### config.mk
export PLATFORM = sky130hd
export DESIGN_NAME = wb_line_master
export DESIGN_NICKNAME = d
export VERILOG_FILES = /design/src/rtl/wb_line_master.sv
export SDC_FILE = /design/constraint.sdc
export NUM_CORES = 1
export LEC_CHECK = 0
export CORE_ASPECT_RATIO = 0.75
export CORE_MARGIN = 2
export CORE_UTILIZATION = 44
export CTS_BUF_LIST = sky130_fd_sc_hd__clkbuf_16
export DETAILED_ROUTE_END_ITERATION = 10
export GPL_TIMING_DRIVEN = 0
export PLACE_DENSITY = 0.93
export REMOVE_ABC_BUFFERS = 1
export SLEW_MARGIN = 20
export SYNTH_ARGS = -nofsm -noshare
export SYNTH_HDL_FRONTEND = slang
export SYNTH_SLANG_ARGS = --single-unit
### constraint.sdc
create_clock -name clk -period 4.1 [get_ports clk]
set_input_delay 1.23 -clock clk [delete_from_list [all_inputs] [get_ports clk]]
set_output_delay 1.23 -clock clk [all_outputs]
set_load 0.01 [all_outputs]
### src/rtl/wb_line_master.sv
// Wishbone classic initiator: LINE_WORDS-beat line reads in one held cycle, single-word writes.
// Optional per-beat ack watchdog enabled by `define WB_MASTER_TIMEOUT_EN.
module wb_line_master #(
    parameter int LINE_WORDS     = 4,
    parameter int TIMEOUT_CYCLES = 1024
) (
    input  logic        clk,
    input  logic        rst_n,
    input  logic        req_valid_i,
    output logic        req_ready_o,
    input  logic        req_we_i,
    input  logic [31:0] req_addr_i,
    input  logic [31:0] req_wdata_i,
    output logic        rsp_valid_o,
    output logic [31:0] rsp_data_o,
    output logic        rsp_last_o,
    output logic        rsp_err_o,
    output logic        cyc_o,
    output logic        stb_o,
    output logic        we_o,
    output logic [31:0] addr_o,
    output logic [31:0] data_o,
    input  logic [31:0] data_i,
    input  logic        ack_i
);
    localparam int          BW        = $clog2(LINE_WORDS);
    localparam logic [31:0] LINE_MASK = ~(32'(LINE_WORDS * 4) - 32'd1);

    if (LINE_WORDS < 2 || LINE_WORDS > 16 || (LINE_WORDS & (LINE_WORDS - 1)) != 0) begin : g_bad_line
        $error("LINE_WORDS must be a power of two in 2..16");
    end
    if (TIMEOUT_CYCLES < 1) begin : g_bad_timeout
        $error("TIMEOUT_CYCLES must be at least 1");
    end

    typedef enum logic {IDLE, BUS} state_t;

    state_t        state_q;
    logic          ready_q, cyc_q, stb_q, we_q;
    logic [31:0]   addr_q, data_q;
    logic          rsp_valid_q, rsp_last_q;
    logic [31:0]   rsp_data_q;
    logic [BW-1:0] beat_q;

    logic          last_beat_d;
    logic [31:0]   req_addr_d;

    // A write is always its own final beat.
    assign last_beat_d = we_q || (beat_q == BW'(LINE_WORDS - 1));
    assign req_addr_d  = req_we_i ? (req_addr_i & ~32'd3) : (req_addr_i & LINE_MASK);

`ifdef WB_MASTER_TIMEOUT_EN
    localparam int WW = $clog2(TIMEOUT_CYCLES + 1);
    logic [WW-1:0] wdog_q;
    logic          rsp_err_q;
    logic          wdog_expired_d;
    assign wdog_expired_d = (wdog_q == WW'(TIMEOUT_CYCLES));
    assign rsp_err_o      = rsp_err_q;
`else
    assign rsp_err_o = 1'b0;
`endif

    always_ff @(posedge clk) begin
        if (!rst_n) begin
            state_q     <= IDLE;
            ready_q     <= 1'b1;
            cyc_q       <= 1'b0;
            stb_q       <= 1'b0;
            we_q        <= 1'b0;
            addr_q      <= '0;
            data_q      <= '0;
            rsp_valid_q <= 1'b0;
            rsp_last_q  <= 1'b0;
            rsp_data_q  <= '0;
            beat_q      <= '0;
`ifdef WB_MASTER_TIMEOUT_EN
            wdog_q      <= '0;
            rsp_err_q   <= 1'b0;
`endif
        end else begin
            rsp_valid_q <= 1'b0;
            rsp_last_q  <= 1'b0;
            rsp_data_q  <= '0;
`ifdef WB_MASTER_TIMEOUT_EN
            rsp_err_q   <= 1'b0;
`endif
            case (state_q)
                IDLE: begin
                    if (req_valid_i) begin
                        state_q <= BUS;
                        ready_q <= 1'b0;
                        cyc_q   <= 1'b1;
                        stb_q   <= 1'b1;
                        we_q    <= req_we_i;
                        addr_q  <= req_addr_d;
                        data_q  <= req_we_i ? req_wdata_i : 32'd0;
                        beat_q  <= '0;
`ifdef WB_MASTER_TIMEOUT_EN
                        wdog_q  <= '0;
`endif
                    end
                end
                BUS: begin
                    if (ack_i) begin
                        rsp_valid_q <= 1'b1;
                        rsp_last_q  <= last_beat_d;
                        rsp_data_q  <= we_q ? 32'd0 : data_i;
`ifdef WB_MASTER_TIMEOUT_EN
                        wdog_q      <= '0;
`endif
                        if (last_beat_d) begin
                            state_q <= IDLE;
                            ready_q <= 1'b1;
                            cyc_q   <= 1'b0;
                            stb_q   <= 1'b0;
                            we_q    <= 1'b0;
                            data_q  <= '0;
                            beat_q  <= '0;
                        end else begin
                            addr_q <= addr_q + 32'd4;
                            beat_q <= beat_q + 1'b1;
                        end
                    end
`ifdef WB_MASTER_TIMEOUT_EN
                    // Hung responder: abandon the remaining beats with one error response.
                    else if (wdog_expired_d) begin
                        rsp_valid_q <= 1'b1;
                        rsp_last_q  <= 1'b1;
                        rsp_err_q   <= 1'b1;
                        state_q     <= IDLE;
                        ready_q     <= 1'b1;
                        cyc_q       <= 1'b0;
                        stb_q       <= 1'b0;
                        we_q        <= 1'b0;
                        data_q      <= '0;
                        beat_q      <= '0;
                        wdog_q      <= '0;
                    end else begin
                        wdog_q <= wdog_q + 1'b1;
                    end
`endif
                end
                default: state_q <= IDLE;
            endcase
        end
    end

    assign req_ready_o = ready_q;
    assign cyc_o       = cyc_q;
    assign stb_o       = stb_q;
    assign we_o        = we_q;
    assign addr_o      = addr_q;
    assign data_o      = data_q;
    assign rsp_valid_o = rsp_valid_q;
    assign rsp_last_o  = rsp_last_q;
    assign rsp_data_o  = rsp_data_q;
endmodule

## Word-level counts from Yosys, hierarchy flattened

Index checks and enable logic that the tools add are counted.

| cells by class | value |
|---|---|
| $add $sub $neg | 2 |
| equal/unequal tests | 5 |
| mux-type cells | 29 |
| bitwise gates (word level) | 3 |
| reduce and logical (&&, ||, !) cells | 7 |

Operator list:

| cell | number |
|---|---|
| $mux 32 | 7 |
| $pmux 32 s2 | 2 |
| $add 32x3->32 const B | 1 |
| $mux 1 | 11 |
| $reduce_and 3->1 | 3 |
| $pmux 1 s2 | 4 |
| $mux 2 | 3 |
| $ne 2x2->1 const B | 3 |
| $mux 4 | 1 |
| $pmux 2 s2 | 1 |
| $reduce_and 2->1 | 2 |
| $reduce_or 4->1 | 1 |
| $not 1->1 | 3 |
| $add 2x1->2 const B | 1 |
| $eq 2x2->1 const B | 1 |
| $ne 2x1->1 const B | 1 |
| $logic_or 1x1->1 | 1 |

| word-level totals | value |
|---|---|
| register bits | 104 |
| bits of input ports | 101 |
| output and inout port bits | 103 |

## Depth between registers and ports, before layout

| logic depth | value |
|---|---|
| depth after elaboration | 5 |
| mapped depth | 8 |
| gate-level depth less buffers | 6 |

## Least setup slack after synthesis

Ideal clock, no wire load.

| path | value |
|---|---|
| path type | in2reg |
| start | input ack_i |
| end | register addr_q[31], in the netlist addr_o[31] |
| setup time | 0.122 ns |
| arrival | 2.693 ns |
| required time | 3.978 ns |
| path slack | 1.286 ns |
| stages | 5 |
| path buffers | 1 |
| path through | nor4bb_1 buf_2 nor2_1 or4b_4 o311a_1 |

| on the way | value |
|---|---|
| word-level cells in the longest chain between the ends | 2 |

RTL lines:

| item | line | source |
|---|---|---|
| from (decl) | 24 | `input logic ack_i` |
| $ne 2x2->1 (no line) | -- |  |
| $reduce_and 3->1 (no line) | -- |  |
| to (signal assigned) | 95 | `addr_q <= req_addr_d;` |
| to (signal assigned) | 120 | `addr_q <= addr_q + 32'd4;` |
| to (decl) | 40 | `logic [31:0] addr_q, data_q;` |

No other way between the ends.
A chain may end at the register's enable or synchronous reset.

## Final worst setup path

Same ends and word-level chain as after synthesis.

==> impl_metrics.env <==
export IMPL_synth_area_leaders="dfxtp_1 (48%), a22oi_1 (6.6%), and2_1 (5.2%)"
export IMPL_die_h_um=88.82
export IMPL_core_area_um2=9196
export IMPL_slew_headroom_pct=42.03
export IMPL_nNetsFinal=746
export IMPL_criticalPathCategory="input port to register"
export IMPL_finalCritPeriodShare_pct=88.78
export IMPL_ff2ff_path_depth=5
export IMPL_synth_edf_count=0
export IMPL_cts_buffers=9
export IMPL_synthArstFlopShare_pct=0
export IMPL_run_status="finished, final reports clean"
export IMPL_crit_arrival_ns=3.87
export IMPL_gr_usage_all_layers_pct=24.45
export IMPL_area_growth_pct=56.03
export IMPL_tns_ns=0
export IMPL_synth_cell_type_count=53
export IMPL_drt_iter0_markers=559
export IMPL_totalWireLength_um=13090
export IMPL_io_buffers=198
export IMPL_insertion_delay_ns=0.34
export IMPL_hold_end="data_o[24]$_SDFFE_PN0P_"
export IMPL_cts_root_buf="clkbuf_16"
export IMPL_grt_first_pass_wirelength_um=19700
export IMPL_finalSetupViolCount=0
export IMPL_cts_sinks=102
export IMPL_finalNonFillerCells=776
export IMPL_clock_skew_ns=0.004807
export IMPL_min_path_type="register to register"
export IMPL_ir_drop_mv=0.2893
export IMPL_cap_viol_max_count=0
export IMPL_avgViaCountPerCell=5.506
export IMPL_syn_inst=464
export IMPL_drive_gt1_share_pct=5.247
export IMPL_fp_dieArea_um2=10400
export IMPL_ant_nets=0
export IMPL_r2r_slack_ns=1.19
export IMPL_n_antenna_cell=0
export IMPL_final_area_um2=6585
export IMPL_start_util_pct=45.89
export IMPL_max_freq_mhz=274.7
export IMPL_hold_worst_slack_ns=0.5066
export IMPL_cts_resized=0
export IMPL_pin_count=204
export IMPL_antenna_found_initial=0
export IMPL_synth_warnings=0
export IMPL_cts_htree_levels=3
export IMPL_synth_main_ff_cell="dfxtp_1"
export IMPL_min_period_ns=3.640
export IMPL_grt_overflow_total=0
export IMPL_synth_seq_cells=102
export IMPL_post_cts_buffers=0
export IMPL_endpoint_kind="register"
export IMPL_hold_violations=0
export IMPL_place_hpwl_um=9656
export IMPL_netlist_area_um2=4220
export IMPL_cts_tree="built"
export IMPL_critPathRequiredTime_ns=4.33
export IMPL_avgSynthCellArea_um2=9.095
export IMPL_drc=0
export IMPL_nFillCells=706
export IMPL_synth_top_area_share_pct=48.38
export IMPL_grt_max_degree=34
export IMPL_worst_pin_slew_ns=0.8686
export IMPL_grt_pass1_vias=3942
export IMPL_total_leakage_power_nw=2.424
export IMPL_final_util_pct=71.61
export IMPL_clk_pin_slew_worst_paths_ns=0.07
export IMPL_clock_path_buffers=2
export IMPL_first_pass_iters=5
export IMPL_power_per_cell_area_nw_per_um2=353.5
export IMPL_routabilityCongestion=0.8768
export IMPL_cts_hold_buffers=0
export IMPL_placed_cell_area_um2=6280
export IMPL_min_path_cells=2
export IMPL_hold_path_startpoint="data_o[24]$_SDFFE_PN0P_"
export IMPL_rsz0062_at_grt="false"
export IMPL_rr_startpoint="state_q$_SDFF_PN0_"
export IMPL_post_drt_wl_per_cell_um=16.87
export IMPL_die_w_um=117.1
export IMPL_ys_seq_area_share_pct=48.38
export IMPL_yosysTopAreaCell="dfxtp_1"
export IMPL_worstSetupStartpointType="input port"
export IMPL_slew_violations=0
export IMPL_cp_max_fo=19
export IMPL_dr_total_vias=4273
export IMPL_r2r_end="addr_o[31]$_SDFFE_PN0P_"
export IMPL_dp_cells=760
export IMPL_rows=30
==> kinds of logic (layout without fill, tap and decap cells) <==
| family | count (synthesis) | in the layout | share of synthesized area [%] |
|---|---|---|---|
| muxes | 12 | 12 | 2.905 |
| other | 1 | 3 | 0.08886 |
| adders and majority gates | 2 | 2 | 0.5928 |
| buffers and inverters | 41 | 223 | 4.091 |
| and+or+nand+nor | 190 | 190 | 24.07 |
| DFF | 102 | 102 | 48.38 |
| AOI/OAI and AO/OA | 116 | 116 | 19.86 |
==> state kept, by name, indices dropped and copies added, names as in the netlist <==
register	flops
addr_o	30
beat_q	2
data_o	32
req_ready_o	1
rsp_data_o	32
rsp_last_o	1
rsp_valid_o	1
state_q	1
stb_o	1
we_o	1
==> per-layer routing <==
layer,GRT usage (%),vias up,wire [um]
li1,-,2024,-
met1,29.60,2002,5122
met2,42.30,233,6449
met3,8.493,14,1413
met4,5.561,0,106
met5,0,-,0
==> Yosys cell counts (2+ instances only) <==
cell	count
nand2_1	42
a211o_1	2
nor4_1	7
a32oi_1	2
a22oi_1	37
o211ai_1	2
a21boi_0	7
o21a_1	6
nor2b_1	22
ha_1	2
mux2i_1	10
clkbuf_1	24
mux2_2	2
and2_1	35
nor2_1	37
o22ai_1	3
buf_2	3
o221ai_1	7
buf_1	3
dfxtp_1	102
a21o_1	3
buf_4	4
nand4_1	10
o21ai_0	10
o211a_1	2
nand3_1	15
and3_1	3
nor3_1	4
inv_1	6
a22o_1	5
and4_1	5
a31oi_1	3
a21oi_1	18
a221oi_1	2
==> per-stage QoR <==
| step | total power [mW] | setup WS, ns |
|---|---|---|
| final | 2.328 | 0.4600 |
| after global routing | 2.416 | 0.4240 |
| after CTS | 2.339 | 0.4327 |
| after detailed placement | 1.475 | 0.1393 |
| after global placement | 1.456 | -1.126 |
| after floorplan | 1.236 | 0.4695 |
==> cell type report <==
cell class	count	area (um^2)	share of cell area (%)
clock inverter	7	77.57	1.178
sequential	102	2043	31.03
timing repair buffer	200	2012	30.55
tap	128	160.2	2.432
multi-input combinational	323	2041	30.99
clock buffer	9	225.2	3.420
inverter	7	26.28	0.3990
==> worst max-delay path by stage <==
stage / start / to / slack, ns / cells past startpoint
2_1_floorplan: req_valid_i / addr_o[31]$_SDFFE_PN0P_ / 0.47 / 4
3_3_place_gp: req_valid_i / addr_o[31]$_SDFFE_PN0P_ / -1.13 / 5
3_5_place_dp: ack_i / addr_o[31]$_SDFFE_PN0P_ / 0.14 / 6
4_1_cts: req_valid_i / data_o[9]$_SDFFE_PN0P_ / 0.43 / 5
5_1_grt: ack_i / addr_o[31]$_SDFFE_PN0P_ / 0.42 / 6
6_report: ack_i / addr_o[31]$_SDFFE_PN0P_ / 0.46 / 6
==> layout by cell type (no fill, tap or decap), drive strengths merged, types with 3 or more instances in the layout <==
master	count
o21ai	10
dfxtp	102
nand2	42
buf	3
o211ai	3
a31oi	3
a21boi	7
and4	5
clkdlybuf4s50	197
nand3	15
and2	35
a21oi	18
clkbuf	9
o22ai	3
a22oi	37
a21o	3
nor3	4
nor4	8
clkinv	3
and3	3
a22o	5
nand4	11
nor2	37
o21a	6
o221ai	7
inv	10
conb	3
nor2b	22
mux2i	10
==> worst max-delay path, cell delays in order <==
cell,delay [ns]
clkdlybuf4s50_1,0.57
nor4bb_2,0.64
buf_4,0.27
nor2_2,0.16
or4b_4,0.63
o311a_1,0.37
==> report_power, final <==
group | switching (mW) | total [mW] | internal (mW)
Clock | 0.389 | 0.871 | 0.482
Combinational | 0.151 | 0.365 | 0.215
Sequential | 0.0564 | 1.09 | 1.03
Power figures use the tool's default switching activity.
